--- config.mk ---
export PLATFORM = sky130hd
export DESIGN_NAME = lfsr_range
export DESIGN_NICKNAME = d
export VERILOG_FILES = /design/src/rtl/lfsr_pkg.sv /design/src/rtl/lfsr_core.sv /design/src/rtl/lfsr_range.sv
export SDC_FILE = /design/constraint.sdc
export NUM_CORES = 1
export LEC_CHECK = 0
export CAP_MARGIN = 20
export CORE_MARGIN = 5
export CORE_UTILIZATION = 58
export CTS_BUF_LIST = sky130_fd_sc_hd__clkbuf_16
export CTS_CLUSTER_DIAMETER = 30
export DETAILED_ROUTE_END_ITERATION = 10
export PLACE_DENSITY = 0.84
export SYNTH_ARGS = -nofsm -noshare
export SYNTH_HDL_FRONTEND = slang
export SYNTH_HIERARCHICAL = 1
export SYNTH_SLANG_ARGS = --single-unit
--- constraint.sdc ---
create_clock -name clk_i -period 4.7 [get_ports clk_i]
set_input_delay 1.41 -clock clk_i [delete_from_list [all_inputs] [get_ports clk_i]]
set_output_delay 1.41 -clock clk_i [all_outputs]
set_load 0.01 [all_outputs]
--- src/rtl/lfsr_pkg.sv ---
// rtl/lfsr_pkg.sv - shared FSM state type and default tap constant for the bounded LFSR draw block
package lfsr_pkg;

  typedef enum logic [1:0] {
    LFSR_IDLE = 2'd0,
    LFSR_DRAW = 2'd1,
    LFSR_RESP = 2'd2
  } lfsr_state_e;

  // Default 8-bit feedback taps: state bits 7, 6, 5 and 0.
  localparam logic [7:0] LFSR_TAPS_8 = 8'hE1;

endpackage

--- src/rtl/lfsr_core.sv ---
// rtl/lfsr_core.sv - Fibonacci LFSR state register with seed load and single step
module lfsr_core #(
  parameter int               WIDTH      = 8,
  parameter logic [WIDTH-1:0] TAPS       = 8'hE1,
  parameter logic [WIDTH-1:0] RESET_SEED = WIDTH'(1)
) (
  input  logic             clk_i,
  input  logic             rst_ni,
  input  logic             step_i,
  input  logic             load_i,
  input  logic [WIDTH-1:0] seed_i,
  output logic [WIDTH-1:0] state_o
);

  logic [WIDTH-1:0] state_q, state_d;
  logic [WIDTH-1:0] base;

  // A load replaces the state first (zero seed would lock up, so it maps to RESET_SEED);
  // a simultaneous step then advances from the freshly loaded value.
  always_comb begin
    base = state_q;
    if (load_i) begin
      base = (seed_i == '0) ? RESET_SEED : seed_i;
    end
    state_d = base;
    if (step_i) begin
      state_d = {base[WIDTH-2:0], ^(base & TAPS)};
    end
  end

  // State register.
  always_ff @(posedge clk_i) begin
    if (!rst_ni) begin
      state_q <= RESET_SEED;
    end else begin
      state_q <= state_d;
    end
  end

  assign state_o = state_q;

endmodule

--- src/rtl/lfsr_range.sv ---
// rtl/lfsr_range.sv - bounded random draws from an LFSR via rejection sampling with fallback
module lfsr_range
  import lfsr_pkg::*;
#(
  parameter int               WIDTH      = 8,
  parameter logic [WIDTH-1:0] TAPS       = LFSR_TAPS_8,
  parameter int               OUT_W      = 5,
  parameter int               MAX_TRIES  = 8,
  parameter logic [WIDTH-1:0] RESET_SEED = WIDTH'(1)
) (
  input  logic             clk_i,
  input  logic             rst_ni,
  input  logic             seed_valid_i,
  input  logic [WIDTH-1:0] seed_i,
  input  logic             req_valid_i,
  output logic             req_ready_o,
  input  logic [OUT_W-1:0] bound_i,
  output logic             rsp_valid_o,
  input  logic             rsp_ready_i,
  output logic [OUT_W-1:0] rand_o
);

  localparam int TRY_W = $clog2(MAX_TRIES + 1);

  lfsr_state_e      fsm_q, fsm_d;
  logic [OUT_W-1:0] bound_q, bound_d;
  logic [OUT_W-1:0] rand_q, rand_d;
  logic [TRY_W-1:0] tries_q, tries_d;

  logic             step, load;
  logic [WIDTH-1:0] lfsr_state;
  logic [OUT_W-1:0] bound_m1, mask, cand;
  logic             accept, last_try;
  logic             unused_state_bits;

  lfsr_core #(
    .WIDTH      (WIDTH),
    .TAPS       (TAPS),
    .RESET_SEED (RESET_SEED)
  ) u_core (
    .clk_i   (clk_i),
    .rst_ni  (rst_ni),
    .step_i  (step),
    .load_i  (load),
    .seed_i  (seed_i),
    .state_o (lfsr_state)
  );

  // Only the low OUT_W state bits feed the candidate.
  assign unused_state_bits = ^(lfsr_state >> OUT_W);

  // Smear bound-1 rightwards to get the smallest 2^k-1 covering it; bound 0 wraps to all ones.
  always_comb begin
    bound_m1 = bound_q - OUT_W'(1);
    mask     = bound_m1;
    for (int i = 1; i < OUT_W; i++) begin
      mask = mask | (bound_m1 >> i);
    end
  end

  assign cand     = lfsr_state[OUT_W-1:0] & mask;
  assign accept   = (bound_q == '0) || (cand < bound_q);
  assign last_try = !((int'(tries_q) + 1) < MAX_TRIES);

  // Next-state logic: accept in IDLE, examine candidates in DRAW, hold result in RESP.
  always_comb begin
    fsm_d   = fsm_q;
    bound_d = bound_q;
    rand_d  = rand_q;
    tries_d = tries_q;
    step    = 1'b0;
    load    = 1'b0;
    unique case (fsm_q)
      LFSR_IDLE: begin
        load = seed_valid_i;
        if (req_valid_i) begin
          bound_d = bound_i;
          step    = 1'b1;
          tries_d = '0;
          fsm_d   = LFSR_DRAW;
        end
      end
      LFSR_DRAW: begin
        if (accept) begin
          rand_d = cand;
          fsm_d  = LFSR_RESP;
        end else if (!last_try) begin
          step    = 1'b1;
          tries_d = tries_q + TRY_W'(1);
        end else begin
          // cand lies in [bound, 2*bound-2] here, so the difference stays below bound.
          rand_d = cand - bound_q;
          fsm_d  = LFSR_RESP;
        end
      end
      LFSR_RESP: begin
        if (rsp_ready_i) begin
          fsm_d = LFSR_IDLE;
        end
      end
      default: fsm_d = LFSR_IDLE;
    endcase
  end

  // Control and result registers.
  always_ff @(posedge clk_i) begin
    if (!rst_ni) begin
      fsm_q   <= LFSR_IDLE;
      bound_q <= '0;
      rand_q  <= '0;
      tries_q <= '0;
    end else begin
      fsm_q   <= fsm_d;
      bound_q <= bound_d;
      rand_q  <= rand_d;
      tries_q <= tries_d;
    end
  end

  assign req_ready_o = (fsm_q == LFSR_IDLE);
  assign rsp_valid_o = (fsm_q == LFSR_RESP);
  assign rand_o      = rand_q;

endmodule

==> results.json, run 1 <==
{
  "seq_power_share": 0.356,
  "clk_path_buf_depth": 2,
  "tns_ns": 0,
  "ir_drop_v": 0.0003787,
  "synth-seq-cells": 24,
  "fin_skew_ns": 0.001103,
  "synthArstFlopShare": 0,
  "cts_tree": "yes",
  "crit_top_cell": "ha_1",
  "nets": 223,
  "routedWlPerCell_um": 16.34,
  "swShare": 0.3210,
  "grt_max_degree": 25,
  "core_area_um2": 2781,
  "final_layout_size_suffix_gt1_frac": 0.1173,
  "start_util": 0.6122,
  "fin_crit_sh": 0.7676,
  "p_clk_frac": 0.269,
  "drc": 0,
  "netlist_area_um2": 1703,
  "tightest_slew_ns": 0.7428,
  "grtUsageTotal": 0.1899,
  "drt-initial-drc-count": 74,
  "r2r-end": "u_core/state_o[6]",
  "cp-start-kind": "register",
  "path_buf_inv": 1,
  "postLayoutCellArea_um2": 2002,
  "overflow": 0,
  "power.internal_mw": 0.4709,
  "syn_inst": 175,
  "layout_min_cycle_time_ns": 3.608,
  "cts_root_buf": "clkbuf_16",
  "syn_area_per_cell_um2": 9.731,
  "combPwrFrac": 0.375,
  "p_total_mw": 0.6935,
  "num_rows": 19,
  "drv_slew": 0,
  "hold_viol_final": 0,
  "hold_path_depth": 2,
  "status": "complete, no violations",
  "routed_wl_mm": 3.709,
  "htreeDepth": 1,
  "post_cts_buffers": 0,
  "num_io_pins": 25,
  "timing.rr.start": "bound_q[0]",
  "arrival_ns": 3.76,
  "reg2reg_depth": 12,
  "vias": 1347,
  "clock-sinks": 24,
  "ff2ff_setup_slack_ns": 1.09,
  "rsz0062_at_grt": "no",
  "cp-end-kind": "register",
  "synth_edf_count": 0,
  "cp_slowest_cell": "mux4_1",
  "postSynthNetCount": 201,
  "slowest_delay_ns": 0.55,
  "path_cells": "inv_1 -> ha_1 -> nand4bb_1 -> o21ai_0 -> a31oi_1 -> ha_1 -> nor2b_1 -> o31a_4 -> o2111ai_4 -> nand2_1 -> mux4_1 -> and2_1",
  "syn_to_final_growth_pct": 17.56,
  "yosysWarningCount": 6,
  "ys_types": 58,
  "p_switching_mw": 0.2226,
  "holdBufCountCts": 0,
  "io_buffer_count": 24,
  "grt_pass1_wl_mm": 6.354,
  "crit_required_ns": 4.85,
  "antenna_cells": 0,
  "drtPass1Iterations": 4,
  "relSlewSlack": 0.5033,
  "antenna_left": 0,
  "clock_latency_ns": 0.26,
  "grt_pass1_vias": 1390,
  "die_y_um": 64.19,
  "hold_start": "rand_o[3]",
  "worstHoldEndpoint": "rand_o[3]",
  "p_per_area_nw_per_um2": 346.4,
  "hpwl_mm": 2.918,
  "cts.repair.resized": 0,
  "crit_type": "reg2reg",
  "cp.depth": 12,
  "p_leak_nw": 0.7763,
  "die_w_um": 64.19,
  "maxCapViolCount": 0,
  "gp_congestion": 0.8290,
  "vias_per_cell": 5.934,
  "setup_viol": 0,
  "clk_pin_slew_ns": 0.06,
  "grt_antenna_before_repair": 0,
  "critPathMaxFanout": 11,
  "fillers": 200,
  "fmax_mhz": 277.2,
  "numCtsBuffers": 3,
  "ys_seq_area_frac": 0.2821,
  "ys.flop_type": "dfxtp_1",
  "placed_area_um2": 1923,
  "hold_path_class": "reg2reg",
  "path_delay_family": "compound AO/OA/AOI/OAI gates",
  "dieArea_um2": 4120
}
==> metrics by stage <==
step	util	setup slack, ns	hold WS (ns)	std cells
6_report	0.7197	1.092	0.4855	227
5_1_grt	0.7197	0.7813	0.5233	227
4_1_cts	0.7197	1.069	0.4820	227
3_5_place_dp	0.6914	1.064	0.4666	223
3_3_place_gp	0.6914	1.305	0.4698	223
2_1_floorplan	-	1.635	0.4870	175
==> Yosys cell counts, types with 4 or more instances <==
cell / number / area [µm²]
a21oi_1: 8 / 40.04
nor2_1: 9 / 33.78
a21boi_0: 6 / 45.04
nor2b_1: 5 / 31.28
o21a_1: 5 / 37.54
and2_1: 7 / 43.79
o21ai_0: 4 / 20.02
nand2_1: 15 / 56.30
nand3_1: 6 / 30.03
inv_1: 12 / 45.04
ha_1: 7 / 87.58
dfxtp_1: 24 / 480.5
==> final cells by class <==
type	count	area [µm²]	area share
clock buffer	3	75.07	0.03750
clock inverter	1	3.754	0.001875
inverter	12	45.04	0.02250
multi-input combinational	132	1119	0.5587
sequential	24	480.5	0.2400
tap	31	38.79	0.01938
timing repair buffer	24	240.2	0.1200
==> cells in the final DEF, fill, tap and decap left out, types with 2 or more instances in the layout <==
cell / n
dfxtp_1: 24
clkdlybuf4s50_1: 24
nand2_1: 15
inv_1: 12
nor2_1: 9
a21oi_1: 8
and2_1: 7
ha_1: 7
nand3_1: 6
a21boi_0: 6
nor2b_1: 5
o21a_1: 5
o21ai_0: 4
nor4b_1: 3
a31oi_1: 3
nand2b_1: 3
xor2_1: 3
mux2i_1: 3
clkbuf_16: 3
mux4_2: 3
or2_2: 2
o31ai_1: 2
o211a_1: 2
mux2_2: 2
mux4_1: 2
==> power groups by stage <==
stage / Combinational (mW) / Clock, mW / Sequential [mW]
after floorplan: 0.199 / 0 / 0.245
after global placement: 0.248 / 0 / 0.250
after detailed placement: 0.259 / 0 / 0.251
after CTS: 0.260 / 0.187 / 0.247
after global routing: 0.286 / 0.197 / 0.249
final: 0.260 / 0.187 / 0.247
==> worst register-to-register path, delay by kind of cell (launching register included) <==
kind	cells	cell delay, ns
muxes	1	0.56
AOI/OAI and AO/OA	4	1.03
adders and majority gates	2	0.55
DFF	1	0.47
buffers and inverters	1	0.08
and+or+nand+nor	4	0.81
==> state kept, by name (all words and copies together) (netlist names) <==
signal / flops
rand_o: 5
tries_q: 4
fsm_q: 2
bound_q: 5
u_core/state_o: 8
==> kinds of logic after synthesis <==
group,count (synthesis),synth area share
adders and majority gates,8,0.06319
and+or+nand+nor,61,0.2065
xor gates and xnor gates,6,0.04776
buffers and inverters,19,0.06098
DFF,24,0.2821
muxes,12,0.1212
AOI/OAI and AO/OA,45,0.2182
==> how the worst max path moves through the flow <==
stage                     slack (ns)        start                end
after floorplan                 1.64   bound_q[1]  u_core/state_o[5]
after global placement          1.31  req_valid_i  u_core/state_o[5]
after detailed placement        1.06   bound_q[0]  u_core/state_o[6]
after CTS                       1.07   bound_q[0]  u_core/state_o[6]
after global routing            0.78   bound_q[1]  u_core/state_o[6]
final                           1.09   bound_q[0]  u_core/state_o[6]
==> layer usage <==
layer	up-vias	part of all wire	GRT usage
li1	678	-	-
met1	633	0.43	0.2327
met2	32	0.51	0.3442
met3	4	0.050	0.03853
met4	0	0.0078	0.03562
met5	-	0	0
No activity file was read; power rests on OpenSTA's default activity.
==> run 2: changes to the inputs <==
--- a/config.mk
+++ b/config.mk
@@ -7,11 +7,11 @@
 export LEC_CHECK = 0
 export CAP_MARGIN = 20
 export CORE_MARGIN = 5
-export CORE_UTILIZATION = 58
+export CORE_UTILIZATION = 49
 export CTS_BUF_LIST = sky130_fd_sc_hd__clkbuf_16
 export CTS_CLUSTER_DIAMETER = 30
 export DETAILED_ROUTE_END_ITERATION = 10
-export PLACE_DENSITY = 0.84
+export PLACE_DENSITY = 0.76
 export SYNTH_ARGS = -nofsm -noshare
 export SYNTH_HDL_FRONTEND = slang
 export SYNTH_HIERARCHICAL = 1
==> constraint.sdc (replaced) <==
create_clock -name clk_i -period 3.1 [get_ports clk_i]
set_input_delay 0.93 -clock clk_i [delete_from_list [all_inputs] [get_ports clk_i]]
set_output_delay 0.93 -clock clk_i [all_outputs]
set_load 0.01 [all_outputs]
==> run 2 against run 1 <==
Non-clock buffer count grew 13. Register-to-register slack worse by 1.0 ns. Clock power rose by 52%. Via count is 11% higher. Count of clock-buffer cells in the layout unchanged. Die area up 15%. Combinational power grew 79%. Critical path depth did not move. Clock skew up 0.0014 ns. Critical path type unchanged. Routed wire length up 18%.
==> results.json, run 2 (same netlist as run 1, synthesis figures left out) <==
{
  "numCtsBuffers": 3,
  "drtPass1Iterations": 4,
  "path_buf_inv": 2,
  "hold_viol_final": 0,
  "path_cells": "buf_4 -> nor4b_4 -> a21o_1 -> a31oi_1 -> ha_1 -> nor2b_2 -> o31a_4 -> o2111ai_4 -> nand2_2 -> buf_6 -> mux4_2 -> and2_1",
  "clk_pin_slew_ns": 0.06,
  "nets": 236,
  "slowest_delay_ns": 0.43,
  "layout_min_cycle_time_ns": 3.017,
  "clock_latency_ns": 0.26,
  "path_delay_family": "compound AO/OA/AOI/OAI gates",
  "fillers": 282,
  "antenna_cells": 0,
  "vias_per_cell": 5.906,
  "regArea_um2": 485.5,
  "fin_crit_sh": 0.9732,
  "clk_path_buf_depth": 2,
  "p_per_area_nw_per_um2": 518.0,
  "cts_tree": "yes",
  "ir_drop_v": 0.0003556,
  "maxCapViolCount": 0,
  "vias": 1500,
  "hold_path_class": "reg2reg",
  "hpwl_mm": 3.154,
  "io_buffer_count": 24,
  "mostFrequentLayoutCell": "clkdlybuf4s50_1",
  "setup_viol": 0,
  "die_w_um": 68.95,
  "crit_type": "reg2reg",
  "die_y_um": 68.95,
  "cp-start-kind": "register",
  "drv_slew": 0,
  "layout_setup_ws_ns": 0.08321,
  "grt_pass1_vias": 1599,
  "tightest_slew_ns": 0.7951,
  "cp_slowest_cell": "mux4_2",
  "gp_congestion": 0.8652,
  "cts_root_buf": "clkbuf_16",
  "final_layout_size_suffix_gt1_frac": 0.2260,
  "start_util": 0.5063,
  "num_io_pins": 25,
  "routed_wl_mm": 4.392,
  "relSlewSlack": 0.4683,
  "grt_pass1_wl_mm": 7.272,
  "grtUsageTotal": 0.2091,
  "antenna_left": 0,
  "fmax_mhz": 331.5,
  "fin_skew_ns": 0.002510,
  "syn_to_final_growth_pct": 27.55,
  "postLayoutCellArea_um2": 2172,
  "final_cell_mix": "24 x clkdlybuf4s50_1, 20 x dfxtp_1, 14 x nand2_1, 12 x buf_4, 11 x inv_1",
  "dp_slack_ns": 0.03937,
  "critPathMaxFanout": 11,
  "dieArea_um2": 4754,
  "grt_antenna_before_repair": 0,
  "grt_max_degree": 25,
  "core_area_um2": 3363,
  "overflow": 0,
  "num_rows": 21,
  "routedWlPerCell_um": 17.29,
  "largest_reg_flops": 8,
  "drc": 0,
  "status": "complete, no violations",
  "crit_required_ns": 3.25,
  "multiInputGateArea_um2": 1167,
  "drt-initial-drc-count": 89,
  "clock-sinks": 24,
  "placed_area_um2": 2032,
  "arrival_ns": 3.16,
  "p_leak_nw": 0.8501,
  "htreeDepth": 1,
  "cp-end-kind": "register"
}
run 2: cell count changes in the layout (fill, tap and decap cells not counted), sizes merged:
cell / delta
clkinv: -1
buf: +13
run 2: per-layer routing:
metal / vias to the layer above / part of all wire / track usage
met5: - / 0 / 0
met3: 18 / 0.064 / 0.04052
met1: 718 / 0.38 / 0.2334
met2: 65 / 0.52 / 0.3810
met4: 0 / 0.027 / 0.09246
li1: 699 / - / -
run 2: worst paths after layout:
kind / start / end / slack (ns) / depth (start not counted)
setup / recovery: bound_q[0] / u_core/state_o[3] / 0.08 / 12
hold / removal: rand_o[3] / rand_o[3] / 0.47 / 2
setup reg to reg: bound_q[0] / u_core/state_o[3] / 0.08 / 12
hold reg to reg: rand_o[3] / rand_o[3] / 0.47 / 2
run 2: stage by stage:
stage,TNS (ns),hold WS (ns),instances,power [mW],utilization
2_1_floorplan,0,0.4870,175,0.6731,-
3_3_place_gp,0,0.4626,250,0.7849,0.6042
3_5_place_dp,0,0.4646,250,0.8060,0.6042
4_1_cts,0,0.4734,253,1.092,0.6265
5_1_grt,-0.07694,0.5057,254,1.187,0.6458
6_report,0,0.4727,254,1.125,0.6458
run 2: timing repair:
item,4_1_cts,5_1_grt
hold buffers,0,0
gates resized for setup,0,16
buffers inserted,0,1
setup endpoints to repair,0,6
run 2: worst reg2reg max path, cell delays in order, from the launching register on:
cell       delay [ns]
dfxtp_2          0.34
buf_4            0.16
nor4b_4          0.30
a21o_1           0.18
a31oi_1          0.13
ha_1             0.28
nor2b_2          0.16
o31a_4           0.31
o2111ai_4        0.20
nand2_2          0.08
buf_6            0.15
mux4_2           0.43
and2_1           0.18
run 2: area by class of cell:
cell class	instances	area share
clock buffer	3	0.03456
inverter	12	0.02074
multi-input combinational	132	0.5374
sequential	24	0.2235
tap	46	0.02650
timing repair buffer	37	0.1573
run 2: power by group:
part / total (mW) / internal, mW / leakage (nW) / switching, mW
logic: 0.466 / 0.240 / 0.615 / 0.225
registers: 0.376 / 0.343 / 0.198 / 0.0324
clock network: 0.284 / 0.171 / 0.0370 / 0.113
total: 1.13 / 0.754 / 0.850 / 0.371
==> run 3: changes to the inputs <==
--- a/config.mk
+++ b/config.mk
@@ -7,11 +7,12 @@
 export LEC_CHECK = 0
 export CAP_MARGIN = 20
 export CORE_MARGIN = 5
-export CORE_UTILIZATION = 49
+export CORE_UTILIZATION = 45
 export CTS_BUF_LIST = sky130_fd_sc_hd__clkbuf_16
 export CTS_CLUSTER_DIAMETER = 30
 export DETAILED_ROUTE_END_ITERATION = 10
-export PLACE_DENSITY = 0.76
+export HOLD_SLACK_MARGIN = 0.05
+export PLACE_DENSITY = 0.71
 export SYNTH_ARGS = -nofsm -noshare
 export SYNTH_HDL_FRONTEND = slang
 export SYNTH_HIERARCHICAL = 1
==> run 3 against run 2 <==
Global-route usage down 5.8 points. Clock power down 1%. Final area down 0.86%. Critical path type unchanged. Critical endpoint is now u_core/state_o[6]. Largest power group unchanged.
==> results.json, run 3 (same netlist as run 1, synthesis figures left out) <==
{
  "die_w_um": 71.52,
  "mostFrequentLayoutCell": "clkdlybuf4s50_1",
  "arrival_ns": 3.09,
  "p_leak_nw": 0.8412,
  "start_util": 0.4651,
  "crit_start": "bound_q[0]",
  "cts_tree": "yes",
  "routedWlPerCell_um": 14.68,
  "path_cells": "inv_1 -> ha_4 -> nor2b_1 -> a31oi_1 -> o221a_2 -> ha_1 -> o21a_1 -> o31a_4 -> o2111ai_4 -> nand2_2 -> buf_6 -> mux4_1 -> and2_1",
  "grt_max_degree": 25,
  "drt-initial-drc-count": 72,
  "clk_path_buf_depth": 2,
  "slowest_delay_ns": 0.55,
  "num_rows": 22,
  "htreeDepth": 1,
  "maxCapViolCount": 0,
  "vias": 1419,
  "cp.depth": 13,
  "r2r-end": "u_core/state_o[6]",
  "post_layout_nonfiller_instances": 256,
  "cp-end-kind": "register",
  "overflow": 0,
  "drv_slew": 0,
  "fin_crit_sh": 0.9479,
  "gp_congestion": 0.8565,
  "fmax_mhz": 340.3,
  "ir_drop_v": 0.0001987,
  "timing.rr.start": "bound_q[0]",
  "layout_min_cycle_time_ns": 2.938,
  "status": "complete, no violations",
  "relSlewSlack": 0.4841,
  "crit_end": "u_core/state_o[6]",
  "p_total_mw": 1.095,
  "grtUsageTotal": 0.1516,
  "fin_skew_ns": 0.001318,
  "numCtsBuffers": 3,
  "clock_latency_ns": 0.26,
  "largest_reg_flops": 8,
  "vias_per_cell": 5.543,
  "crit_type": "reg2reg",
  "num_io_pins": 25,
  "crit_required_ns": 3.25,
  "holdBufCountCts": 0,
  "dieArea_um2": 5114,
  "io_buffer_count": 24,
  "drtPass1Iterations": 4,
  "reg2reg_depth": 13,
  "hold_path_class": "reg2reg",
  "tightest_slew_ns": 0.7714,
  "grt_pass1_vias": 1406,
  "grt_antenna_before_repair": 0,
  "p_per_area_nw_per_um2": 508.7,
  "clk_pin_slew_ns": 0.06,
  "antenna_left": 0,
  "hold_start": "rand_o[3]",
  "hold_path_depth": 2,
  "numPlacedInstances": 250,
  "hold_viol_final": 0,
  "drc": 0,
  "setup_viol": 0,
  "antenna_cells": 0,
  "nets": 235,
  "syn_to_final_growth_pct": 26.45,
  "critPathMaxFanout": 6,
  "path_delay_family": "compound AO/OA/AOI/OAI gates",
  "cp-start-kind": "register",
  "cts_root_buf": "clkbuf_16",
  "cp_slowest_cell": "mux4_1",
  "path_buf_inv": 2,
  "final_cell_mix": "24 x clkdlybuf4s50_1, 20 x dfxtp_1, 14 x nand2_1, 11 x inv_1, 10 x buf_4",
  "ff2ff_setup_slack_ns": 0.16,
  "die_y_um": 71.52,
  "hpwl_mm": 2.919,
  "final_layout_size_suffix_gt1_frac": 0.2115,
  "routed_wl_mm": 3.758,
  "clock-sinks": 24,
  "grt_pass1_wl_mm": 6.313,
  "core_area_um2": 3661
}
==> run 3: cell types whose count changed in the layout (fill, tap and decap cells not counted), sizes merged <==
| cell | delta |
|---|---|
| buf | -1 |
| clkinv | +1 |
==> run 3: worst min-delay path by stage <==
stage,end
global route,bound_q[0]
floorplan,bound_q[1]
CTS,rand_o[3]
detailed placement,rand_o[3]
finish,rand_o[3]
global placement,rand_o[3]
==> run 3: layer usage <==
| metal | track usage | part of all wire |
|---|---|---|
| met2 | 0.2602 | 0.49 |
| met4 | 0.05846 | 0.023 |
| met1 | 0.1881 | 0.46 |
| met3 | 0.02665 | 0.028 |
| met5 | 0 | 0 |
==> run 3: final cells by class <==
cell class                      instances  area [µm²]
Multi-Input combinational cell        132        1152
Sequential cell                        24       485.5
Fill cell                             319        1508
Inverter                               12       45.04
Clock buffer                            3       75.07
Timing Repair Buffer                   36       331.6
Tap cell                               48       60.06
Clock inverter                          1       3.754
==> run 3: through the flow <==
step | setup TNS [ns] | worst slack, ns | hold slack [ns] | util | instance area, µm²
after global routing | -0.001913 | -0.001913 | 0.5184 | 0.5882 | 2153
after global placement | 0 | 0.1276 | 0.4708 | 0.5516 | 2019
after floorplan | 0 | 0.03521 | 0.4870 | - | 1703
after CTS | 0 | 0.002701 | 0.4819 | 0.5731 | 2098
final | 0 | 0.1615 | 0.4792 | 0.5882 | 2153
after detailed placement | -0.001474 | -0.001474 | 0.4713 | 0.5516 | 2019
==> run 3: what timing repair did <==
item	in CTS	in global routing
endpoints found under the setup margin	0	6
endpoints found under the hold margin	0	0
buffers inserted	0	1
gates resized for setup	0	12
==> run 3: worst min-delay path: cells and delay by family (launching register included) <==
kind / cells / cell delay [ns]
simple gates: 1 / 0.06
flops: 1 / 0.31
compound gates: 1 / 0.07
==> run 3: power by group <==
group	leakage [nW]	internal [mW]	switching [mW]	total [mW]
combinational	0.604	0.235	0.205	0.440
clock	0.0385	0.172	0.107	0.280
sequential	0.198	0.344	0.0323	0.376
